`config.mk`:
```
export PLATFORM = sky130hd
export DESIGN_NAME = apb_cmd_arbiter
export DESIGN_NICKNAME = d
export VERILOG_FILES = /design/src/rtl/apb_cmd_arbiter_pkg.sv /design/src/rtl/apb_cmd_req_slot.sv /design/src/rtl/apb_cmd_arbiter.sv
export SDC_FILE = /design/constraint.sdc
export NUM_CORES = 1
export LEC_CHECK = 0
export CAP_MARGIN = 25
export CORE_AREA = 3 3 174 142
export DETAILED_ROUTE_END_ITERATION = 10
export DIE_AREA = 0 0 177 145
export HOLD_SLACK_MARGIN = 0.1
export PLACE_DENSITY_LB_ADDON = 0.08
export SLEW_MARGIN = 20
export SYNTH_ARGS = -nofsm -noshare
export SYNTH_HDL_FRONTEND = slang
export SYNTH_HIERARCHICAL = 1
export SYNTH_SLANG_ARGS = --single-unit
```
`constraint.sdc`:
```
create_clock -name clk -period 1.8 [get_ports clk]
set_input_delay 0.36 -clock clk [delete_from_list [all_inputs] [get_ports clk]]
set_output_delay 0.36 -clock clk [all_outputs]
set_load 0.01 [all_outputs]
```
`src/rtl/apb_cmd_arbiter_pkg.sv`:
```
// Shared types and constants for the APB command arbiter.
package apb_cmd_arbiter_pkg;

    // Bus sequencer states
    typedef enum logic [1:0] {
        ST_IDLE   = 2'd0,
        ST_SETUP  = 2'd1,
        ST_ACCESS = 2'd2,
        ST_DONE   = 2'd3
    } arb_state_t;

    // Requester index (two requesters)
    typedef logic req_idx_t;

    // Default cap on ACCESS-phase cycles before forced completion
    localparam int unsigned DEF_TIMEOUT_CYC = 1024;

endpackage

```
`src/rtl/apb_cmd_req_slot.sv`:
```
// Per-requester pending flag and single-entry command capture register.
module apb_cmd_req_slot
    import apb_cmd_arbiter_pkg::*;
#(
    parameter int unsigned AW = 16,
    parameter int unsigned DW = 32,
    parameter int unsigned SW = 4
) (
    input  logic          clk,
    input  logic          rst_n,
    input  logic          i_cmd_en,
    input  logic          i_we,
    input  logic [AW-1:0] i_addr,
    input  logic [DW-1:0] i_wdata,
    input  logic [SW-1:0] i_strb,
    input  logic          i_clr,
    output logic          o_pend,
    output logic          o_we,
    output logic [AW-1:0] o_addr,
    output logic [DW-1:0] o_wdata,
    output logic [SW-1:0] o_strb
);

    logic          r_pend;
    logic          r_we;
    logic [AW-1:0] r_addr;
    logic [DW-1:0] r_wdata;
    logic [SW-1:0] r_strb;
    logic          w_take;

    // A new command is accepted when idle, or when the current one is being
    // retired this very cycle (set beats clear).
    assign w_take = i_cmd_en && (!r_pend || i_clr);

    // Pending flag and command capture
    always_ff @(posedge clk or negedge rst_n) begin
        if (!rst_n) begin
            r_pend  <= 1'b0;
            r_we    <= 1'b0;
            r_addr  <= '0;
            r_wdata <= '0;
            r_strb  <= '0;
        end else if (w_take) begin
            r_pend  <= 1'b1;
            r_we    <= i_we;
            r_addr  <= i_addr;
            r_wdata <= i_wdata;
            r_strb  <= i_strb;
        end else if (i_clr) begin
            r_pend  <= 1'b0;
        end
    end

    assign o_pend  = r_pend;
    assign o_we    = r_we;
    assign o_addr  = r_addr;
    assign o_wdata = r_wdata;
    assign o_strb  = r_strb;

endmodule

```
`src/rtl/apb_cmd_arbiter.sv`:
```
// Two-requester round-robin arbiter and APB master sequencer with
// PREADY timeout and per-requester completion/response registers.
module apb_cmd_arbiter
    import apb_cmd_arbiter_pkg::*;
#(
    parameter int unsigned AW          = 16,
    parameter int unsigned DW          = 32,
    parameter int unsigned SW          = 4,
    parameter int unsigned TIMEOUT_CYC = DEF_TIMEOUT_CYC
) (
    input  logic          clk,
    input  logic          rst_n,
    input  logic          r0_cmd_en,
    input  logic          r0_we,
    input  logic [AW-1:0] r0_addr,
    input  logic [DW-1:0] r0_wdata,
    input  logic [SW-1:0] r0_strb,
    output logic          r0_cmd_done,
    output logic [DW-1:0] r0_rdata,
    output logic          r0_err,
    input  logic          r1_cmd_en,
    input  logic          r1_we,
    input  logic [AW-1:0] r1_addr,
    input  logic [DW-1:0] r1_wdata,
    input  logic [SW-1:0] r1_strb,
    output logic          r1_cmd_done,
    output logic [DW-1:0] r1_rdata,
    output logic          r1_err,
    output logic          psel,
    output logic          penable,
    output logic          pwrite,
    output logic [AW-1:0] paddr,
    output logic [DW-1:0] pwdata,
    output logic [SW-1:0] pstrb,
    input  logic          pready,
    input  logic          pslverr,
    input  logic [DW-1:0] prdata
);

    localparam int unsigned TCNT_W = $clog2(TIMEOUT_CYC + 1);

    arb_state_t        r_state;
    arb_state_t        w_state_nxt;
    req_idx_t          r_gnt;
    req_idx_t          r_prio;
    req_idx_t          w_sel;
    logic [TCNT_W-1:0] r_tcnt;
    logic              w_tmo;
    logic              w_fin;
    logic              w_grant;

    logic              w_pend0, w_we0, w_pend1, w_we1;
    logic [AW-1:0]     w_addr0, w_addr1;
    logic [DW-1:0]     w_wdata0, w_wdata1;
    logic [SW-1:0]     w_strb0, w_strb1;

    logic              w_sel_we;
    logic [AW-1:0]     w_sel_addr;
    logic [DW-1:0]     w_sel_wdata;
    logic [SW-1:0]     w_sel_strb;

    logic              r_pwrite;
    logic [AW-1:0]     r_paddr;
    logic [DW-1:0]     r_pwdata;
    logic [SW-1:0]     r_pstrb;
    logic              r_err0, r_err1;
    logic [DW-1:0]     r_rdata0, r_rdata1;

    logic              w_psel, w_penable, w_done0, w_done1;

    apb_cmd_req_slot #(.AW(AW), .DW(DW), .SW(SW)) u_slot0 (
        .clk      (clk),
        .rst_n    (rst_n),
        .i_cmd_en (r0_cmd_en),
        .i_we     (r0_we),
        .i_addr   (r0_addr),
        .i_wdata  (r0_wdata),
        .i_strb   (r0_strb),
        .i_clr    (w_done0),
        .o_pend   (w_pend0),
        .o_we     (w_we0),
        .o_addr   (w_addr0),
        .o_wdata  (w_wdata0),
        .o_strb   (w_strb0)
    );

    apb_cmd_req_slot #(.AW(AW), .DW(DW), .SW(SW)) u_slot1 (
        .clk      (clk),
        .rst_n    (rst_n),
        .i_cmd_en (r1_cmd_en),
        .i_we     (r1_we),
        .i_addr   (r1_addr),
        .i_wdata  (r1_wdata),
        .i_strb   (r1_strb),
        .i_clr    (w_done1),
        .o_pend   (w_pend1),
        .o_we     (w_we1),
        .o_addr   (w_addr1),
        .o_wdata  (w_wdata1),
        .o_strb   (w_strb1)
    );

    // Timeout fires once the ACCESS counter (0 on entry) reaches the limit
    assign w_tmo   = (r_tcnt == TCNT_W'(TIMEOUT_CYC));
    assign w_fin   = (r_state == ST_ACCESS) && (pready || w_tmo);
    assign w_grant = (r_state == ST_IDLE) && (w_pend0 || w_pend1);

    // Requester selection: round-robin priority only matters when both wait
    always_comb begin
        w_sel       = (w_pend0 && w_pend1) ? r_prio : w_pend1;
        w_sel_we    = w_sel ? w_we1    : w_we0;
        w_sel_addr  = w_sel ? w_addr1  : w_addr0;
        w_sel_wdata = w_sel ? w_wdata1 : w_wdata0;
        w_sel_strb  = w_sel ? w_strb1  : w_strb0;
    end

    // FSM state register
    always_ff @(posedge clk or negedge rst_n) begin
        if (!rst_n) begin
            r_state <= ST_IDLE;
        end else begin
            r_state <= w_state_nxt;
        end
    end

    // FSM next-state logic
    always_comb begin
        w_state_nxt = r_state;
        unique case (r_state)
            ST_IDLE:   if (w_pend0 || w_pend1) w_state_nxt = ST_SETUP;
            ST_SETUP:  w_state_nxt = ST_ACCESS;
            ST_ACCESS: if (pready || w_tmo) w_state_nxt = ST_DONE;
            ST_DONE:   w_state_nxt = ST_IDLE;
            default:   w_state_nxt = ST_IDLE;
        endcase
    end

    // FSM outputs: APB phase control and completion pulses
    always_comb begin
        w_psel    = 1'b0;
        w_penable = 1'b0;
        w_done0   = 1'b0;
        w_done1   = 1'b0;
        unique case (r_state)
            ST_SETUP:  w_psel = 1'b1;
            ST_ACCESS: begin
                w_psel    = 1'b1;
                w_penable = 1'b1;
            end
            ST_DONE: begin
                w_done0 = ~r_gnt;
                w_done1 = r_gnt;
            end
            default: ;
        endcase
    end

    // Grant capture and APB address/data registers; loaded on grant so they
    // stay stable through SETUP/ACCESS and hold afterwards
    always_ff @(posedge clk or negedge rst_n) begin
        if (!rst_n) begin
            r_gnt    <= 1'b0;
            r_pwrite <= 1'b0;
            r_paddr  <= '0;
            r_pwdata <= '0;
            r_pstrb  <= '0;
        end else if (w_grant) begin
            r_gnt    <= w_sel;
            r_pwrite <= w_sel_we;
            r_paddr  <= w_sel_addr;
            r_pwdata <= w_sel_we ? w_sel_wdata : '0;
            r_pstrb  <= w_sel_we ? w_sel_strb  : '0;
        end
    end

    // Round-robin pointer: prefer the other requester after each completion
    always_ff @(posedge clk or negedge rst_n) begin
        if (!rst_n) begin
            r_prio <= 1'b0;
        end else if (r_state == ST_DONE) begin
            r_prio <= ~r_gnt;
        end
    end

    // ACCESS-phase cycle counter
    always_ff @(posedge clk or negedge rst_n) begin
        if (!rst_n) begin
            r_tcnt <= '0;
        end else if (r_state != ST_ACCESS) begin
            r_tcnt <= '0;
        end else if (!w_tmo) begin
            r_tcnt <= r_tcnt + TCNT_W'(1);
        end
    end

    // Response capture on leaving ACCESS so it is valid alongside the done pulse
    always_ff @(posedge clk or negedge rst_n) begin
        if (!rst_n) begin
            r_err0   <= 1'b0;
            r_err1   <= 1'b0;
            r_rdata0 <= '0;
            r_rdata1 <= '0;
        end else if (w_fin) begin
            if (!r_gnt) begin
                r_err0 <= pready ? pslverr : 1'b1;
                if (!r_pwrite) r_rdata0 <= pready ? prdata : '0;
            end else begin
                r_err1 <= pready ? pslverr : 1'b1;
                if (!r_pwrite) r_rdata1 <= pready ? prdata : '0;
            end
        end
    end

    assign psel        = w_psel;
    assign penable     = w_penable;
    assign pwrite      = r_pwrite;
    assign paddr       = r_paddr;
    assign pwdata      = r_pwdata;
    assign pstrb       = r_pstrb;
    assign r0_cmd_done = w_done0;
    assign r1_cmd_done = w_done1;
    assign r0_rdata    = r_rdata0;
    assign r1_rdata    = r_rdata1;
    assign r0_err      = r_err0;
    assign r1_err      = r_err1;

endmodule

```
==> results.cfg, run 1 <==
[worst_setup_path]
timing.rr.start = r_tcnt[4]$_DFFE_PN0P_
crit_path_end_kind = flip-flop
cp_max_fo = 32
r2r_end = r0_rdata[14]$_DFFE_PN0P_
reg2reg_slack_ns = -0.07
crit_required_ns = 2.20
reg2reg_depth = 6
crit_arrival_ns = 2.27
path_class = flip-flop to flip-flop
cp-start-kind = flip-flop
cp-startpoint = r_tcnt[4]$_DFFE_PN0P_

[cts]
htree_levels = 1
clk_latency_ns = 0.52
cts_tree = yes
cts_buffers = 26
cts.clk_slew.worst_paths_ns = 0.06
max-clock-path-buffers = 3
cts_root_buf = clkbuf_16
cts_sinks = 242

[power]
p_leak_nw = 7.500
ir_drop_mv = 0.8604
p_per_area_nw_per_um2 = 1738

[logic_synthesis]
synth_most_common_cell = dfrtp_1
post_synth_xor_area_fraction_pct = 0.7824
synth.top_cell.area_share_pct = 60.11
synth_compound_area_share_pct = 9.041
synth_cell_types = 38
synth_common_cells = 242 x dfrtp_1, 100 x mux2_4, 64 x a22o_1, 59 x nand2_1, 53 x mux2i_1
synth_top_area_cell = dfrtp_1
synth-simple-area-share_pct = 5.191
synthTopCellsByArea = dfrtp_1 60%, mux2_4 15%, a22o_1 5.6%
synth_top_family_by_area = multiplexers
synth_edf_count = 0
syn_inst = 694
yosys.area_share.adder_pct = 0.6210
synth_mux_area_share_pct = 20.95
synth_ff_type = dfrtp_1
ys_async_sr_fraction_pct = 100.0
syn_avg_cell_area_um2 = 14.52
synth_warnings = 6
syn-num-nets = 843
netlist_area_um2 = 10070
ys_seq_area_share_pct = 60.11
synth_seq_cells = 242

[placed_design]
place_ws_ns = -0.1099
hpwl_um = 17930
place_congestion = 0.8404
place_inst = 1272
io_buffers = 266

[routing]
drtAntennaViolNets = 0
drt_iter0_markers = 334
avgViaCountPerCell = 5.142
drc = 0
wl_per_cell_um = 20.52
routed_wl_um = 27310
drtPass1Iterations = 4
vias = 6844

[die]
core_area_um2 = 23210
fp.dieW_um = 177
fp.dieH_um = 145
start_util_pct = 43.41
core.rowCount = 50
io_pins = 267
die_area_um2 = 25670

[global_route]
grt_max_degree = 112
grt_pass1_wl_um = 42200
grt_antenna_before_repair = 0
first_global_vias = 7351
overflow = 0
grt_usage_pct = 20.35

[sta]
finalMaxSlewViolations = 0
worst_slew_pin_slew_ns = 0.6445
tns_ns = -3.074
slew_headroom_pct = 57.03
finalSetupViolCount = 84
skew_ns = 0.01143
setup_slack_ns = -0.06829
rsz0062_at_grt = true
max_freq_mhz = 535.2
layout_min_cycle_time_ns = 1.868
post-route-period-util_pct = 103.8
whs_ns = 0.2403
hold_viol = 0

[layout]
drive_gt1_share_pct = 22.47
nNetsFinal = 1151
regArea_um2 = 6057
syn_to_final_growth_pct = 45.35
multi_input_area_um2 = 3874
final_util_pct = 63.09
fillers = 1767
n_antenna_cell = 0
fin_cells = 1331

[run]
maxCapViolations = 0

[outcome]
violations = setup timing
status = finished, violations left

[min_path]
worst_hold_path_type = primary input to async pin
==> stage by stage <==
step	power, mW	cell area (um^2)
detailed placement	19.96	13400
finish	25.45	14640
floorplan	15.25	10070
CTS	25.29	14320
global route	26.87	14640
global placement	19.58	13400
==> layout by cell type, fill, tap and decap left out, types with 8 or more instances in the layout <==
master           instances
a22o_1                  64
mux2_4                 107
clkdlybuf4s50_1        147
dfrtp_1                241
buf_6                    8
buf_4                   22
mux2i_1                 53
dlymetal6s2s_1          28
and2_1                   9
dlygate4sd2_1           86
o21ai_0                 39
buf_12                  19
o21ai_1                 14
xnor2_1                  9
nand2_1                 59
clkbuf_16               32
==> registers in the layout, indices dropped and copies added (netlist names), 2 cells and up <==
name             count
u_slot1/o_wdata     32
u_slot0/o_addr      16
r_state              2
pstrb                4
u_slot0/o_strb       4
u_slot1/o_addr      16
pwdata              32
paddr               16
r1_rdata            32
u_slot1/o_strb       4
r0_rdata            32
u_slot0/o_wdata     32
r_tcnt              11
==> worst max-delay path: stages (launching register included) <==
cell     delay, ns
dfrtp_1       0.41
nor4_4        0.29
buf_4         0.17
a41oi_4       0.12
or3_4         0.37
buf_12        0.17
a22o_1        0.20
==> final cells by class <==
type                            count  area share (%)
Clock buffer                       37           5.280
Inverter                            7          0.1794
Timing Repair Buffer              320           23.26
Multi-Input combinational cell    405           26.45
Clock inverter                      8          0.8031
Tap cell                          312           2.666
Sequential cell                   242           41.36
==> how the worst max path moves through the flow <==
stage,endpoint,slack (ns)
after CTS,penable,-0.1
after global placement,r1_rdata[5]$_DFFE_PN0P_,-0.04
after detailed placement,r1_rdata[3]$_DFFE_PN0P_,-0.11
after global routing,r0_rdata[14]$_DFFE_PN0P_,-0.18
after floorplan,r1_rdata[10]$_DFFE_PN0P_,-0.001
final,r0_rdata[14]$_DFFE_PN0P_,-0.07
==> per-layer routing <==
| layer | track usage [%] | part of all wire, % | vias up |
|---|---|---|---|
| met3 | 5.468 | 7.2 | 41 |
| met5 | 0 | 0 | - |
| met4 | 4.358 | 2.2 | 0 |
| met1 | 28.01 | 44 | 3477 |
| met2 | 32.53 | 46 | 225 |
| li1 | - | - | 3101 |
==> what timing repair did <==
action                                  CTS  global route
endpoints found under the hold margin   242             0
buffers inserted                          3             4
gates cloned                              0             6
resized for setup                       125            48
endpoints found under the setup margin  174           169
pin swaps                                 2             5
hold buffers                              1             0
==> cell families (layout without fill, tap and decap cells) <==
kind of cell | after synthesis | count (layout)
AO/OA/AOI/OAI | 127 | 127
flip-flops | 242 | 242
multiplexers | 160 | 160
XOR/XNOR | 9 | 9
buffers and inverters | 48 | 372
AND/OR/NAND/NOR | 103 | 104
adder cells (fa/ha/maj) | 5 | 5
==> where the power goes <==
| part | leakage [nW] | switching, mW | internal [mW] |
|---|---|---|---|
| sequential | 3.00 | 1.45 | 7.85 |
| combinational | 4.06 | 4.47 | 6.17 |
| clock | 0.439 | 2.12 | 3.39 |
| total | 7.50 | 8.04 | 17.4 |
(Power assumes the default switching activity.)
==> run 2: changes to the inputs <==
TNS_END_PERCENT = 20   (was default)
==> results.cfg, run 2 (synthesis gave the netlist of run 1 again) <==
[power]
p_leak_nw = 7.369
ir_drop_mv = 0.7722
power_mw = 24.42
p_per_area_nw_per_um2 = 1715

[global_route]
overflow = 0
grt_pass1_wl_um = 41230
grt_max_degree = 71
first_global_vias = 7327
grt_usage_pct = 19.97
grt_antenna_before_repair = 0

[sta]
slew_headroom_pct = 73.65
skew_ns = 0.007933
worst_slew_pin_slew_ns = 0.3920
layout_min_cycle_time_ns = 1.889
setup_slack_ns = -0.08920
post-route-period-util_pct = 105.0
finalMaxSlewViolations = 0
finalSetupViolCount = 65
max_freq_mhz = 529.3
hold_viol = 0
rsz0062_at_grt = true

[outcome]
status = finished, violations left
violations = setup timing

[routing]
routed_wl_um = 26380
drc = 0
wl_per_cell_um = 20.15
vias = 6791
avgViaCountPerCell = 5.188
drtAntennaViolNets = 0
drtPass1Iterations = 5
drt_iter0_markers = 342

[cts]
cts_tree = yes
max-clock-path-buffers = 3
cts_sinks = 242
cts_buffers = 26
clk_latency_ns = 0.52
cts.clk_slew.worst_paths_ns = 0.06
htree_levels = 1
cts_root_buf = clkbuf_16

[worst_setup_path]
cp_num_buf_inv = 1
path_class = flip-flop to flip-flop
cp_max_fo = 32
crit_family = simple AND/OR/NAND/NOR gates
crit_required_ns = 2.19
path_cells = nor4_2, a41oi_4, or3_4, buf_12, a22o_1
max_stage_delay_ns = 0.42
cp_slowest_cell = nor4_2
cp-start-kind = flip-flop
crit_arrival_ns = 2.28
crit_path_end_kind = flip-flop

[die]
core_area_um2 = 23210
die_area_um2 = 25670
start_util_pct = 43.41
core.rowCount = 50
fp.dieW_um = 177
fp.dieH_um = 145
io_pins = 267

[min_path]
worst_hold_path_type = primary input to async pin

[layout]
syn_to_final_growth_pct = 41.29
fillers = 1769
regArea_um2 = 6060
drive_gt1_share_pct = 20.70
multi_input_area_um2 = 3804
nNetsFinal = 1127
final_util_pct = 61.33
layout_commonest_cell = dfrtp_1
final_cell_mix = 239 x dfrtp_1, 149 x clkdlybuf4s50_1, 103 x mux2_4

[placed_design]
hpwl_um = 17720
io_buffers = 266
place_congestion = 0.8153

[run]
maxCapViolations = 0
-- run 2: cell types whose count changed in the layout (fill, tap and decap cells not counted), sizes merged, moves of 2 or more --
| cell | before | now |
|---|---|---|
| buf | 53 | 35 |
| bufinv | 3 | 0 |
| clkdlybuf4s50 | 147 | 149 |
| diode | 0 | 2 |
| dlygate4sd2 | 86 | 73 |
| dlymetal6s2s | 28 | 39 |
-- run 2: power breakdown --
group / switching [mW] / leakage (nW) / total (mW) / internal, mW
combinational: 4.23 / 3.96 / 9.94 / 5.71
clock: 2.07 / 0.413 / 5.12 / 3.05
sequential: 1.50 / 3.00 / 9.35 / 7.85
total: 7.80 / 7.37 / 24.4 / 16.6
-- run 2: worst paths after layout --
kind                                        start                         endpoint  slack [ns]  depth (start not counted)
min                                         rst_n             paddr[4]$_DFFE_PN0P_        0.32                          2
min in group clk                     r1_wdata[29]  u_slot1/o_wdata[29]$_DFFE_PN0P_        0.46                          2
max reg2reg                 r_tcnt[6]$_DFFE_PN0P_          r1_rdata[9]$_DFFE_PN0P_       -0.09                          5
max                         r_tcnt[6]$_DFFE_PN0P_          r1_rdata[9]$_DFFE_PN0P_       -0.09                          5
max in group asynchronous                   rst_n               pwrite$_DFFE_PN0P_        0.83                          3
min reg2reg                pwdata[12]$_DFFE_PN0P_           pwdata[12]$_DFFE_PN0P_        0.48                          2
-- run 2: layout make-up --
class,instances,area share (%)
timing repair buffer,297,21.91
antenna,2,0.03516
clock inverter,4,0.1406
sequential,242,42.57
clock buffer,41,5.678
tap,312,2.742
inverter,7,0.2022
multi-input combinational,404,26.72
-- run 2: per-layer routing --
| metal | GRT usage [%] | routed length, um | vias to the layer above | part of all wire [%] |
|---|---|---|---|---|
| li1 | - | - | 3054 | - |
| met1 | 27.15 | 11340 | 3433 | 43 |
| met2 | 31.23 | 12130 | 256 | 46 |
| met3 | 6.070 | 2241 | 48 | 8.5 |
| met4 | 5.379 | 665 | 0 | 2.5 |
| met5 | 0 | 0 | - | 0 |
-- run 2: timing repair --
action / CTS / global route
setup endpoints to repair: 142 / 206
hold buffers: 1 / 0
endpoints found under the hold margin: 235 / 0
resized for setup: 106 / 49
pin swaps: 1 / 1
buffers inserted: 0 / 0
-- run 2: through the flow --
step,std cells,hold WS (ns),setup slack (ns),TNS (ns),area [um^2]
CTS,1307,0.3095,-0.06839,-3.137,14100
floorplan,694,0.06441,-0.001150,-0.03451,10070
finish,1309,0.3185,-0.08920,-4.238,14230
global placement,1261,0.2545,-0.01979,-1.046,13280
detailed placement,1261,0.2625,-0.05979,-2.998,13280
global route,1307,0.3245,-0.1557,-8.765,14230
-- run 2: worst register-to-register path: stages, from the launching register on --
cell     delay [ns]
dfrtp_1        0.39
nor4_2         0.42
a41oi_4        0.19
or3_4          0.38
buf_12         0.17
a22o_1         0.22
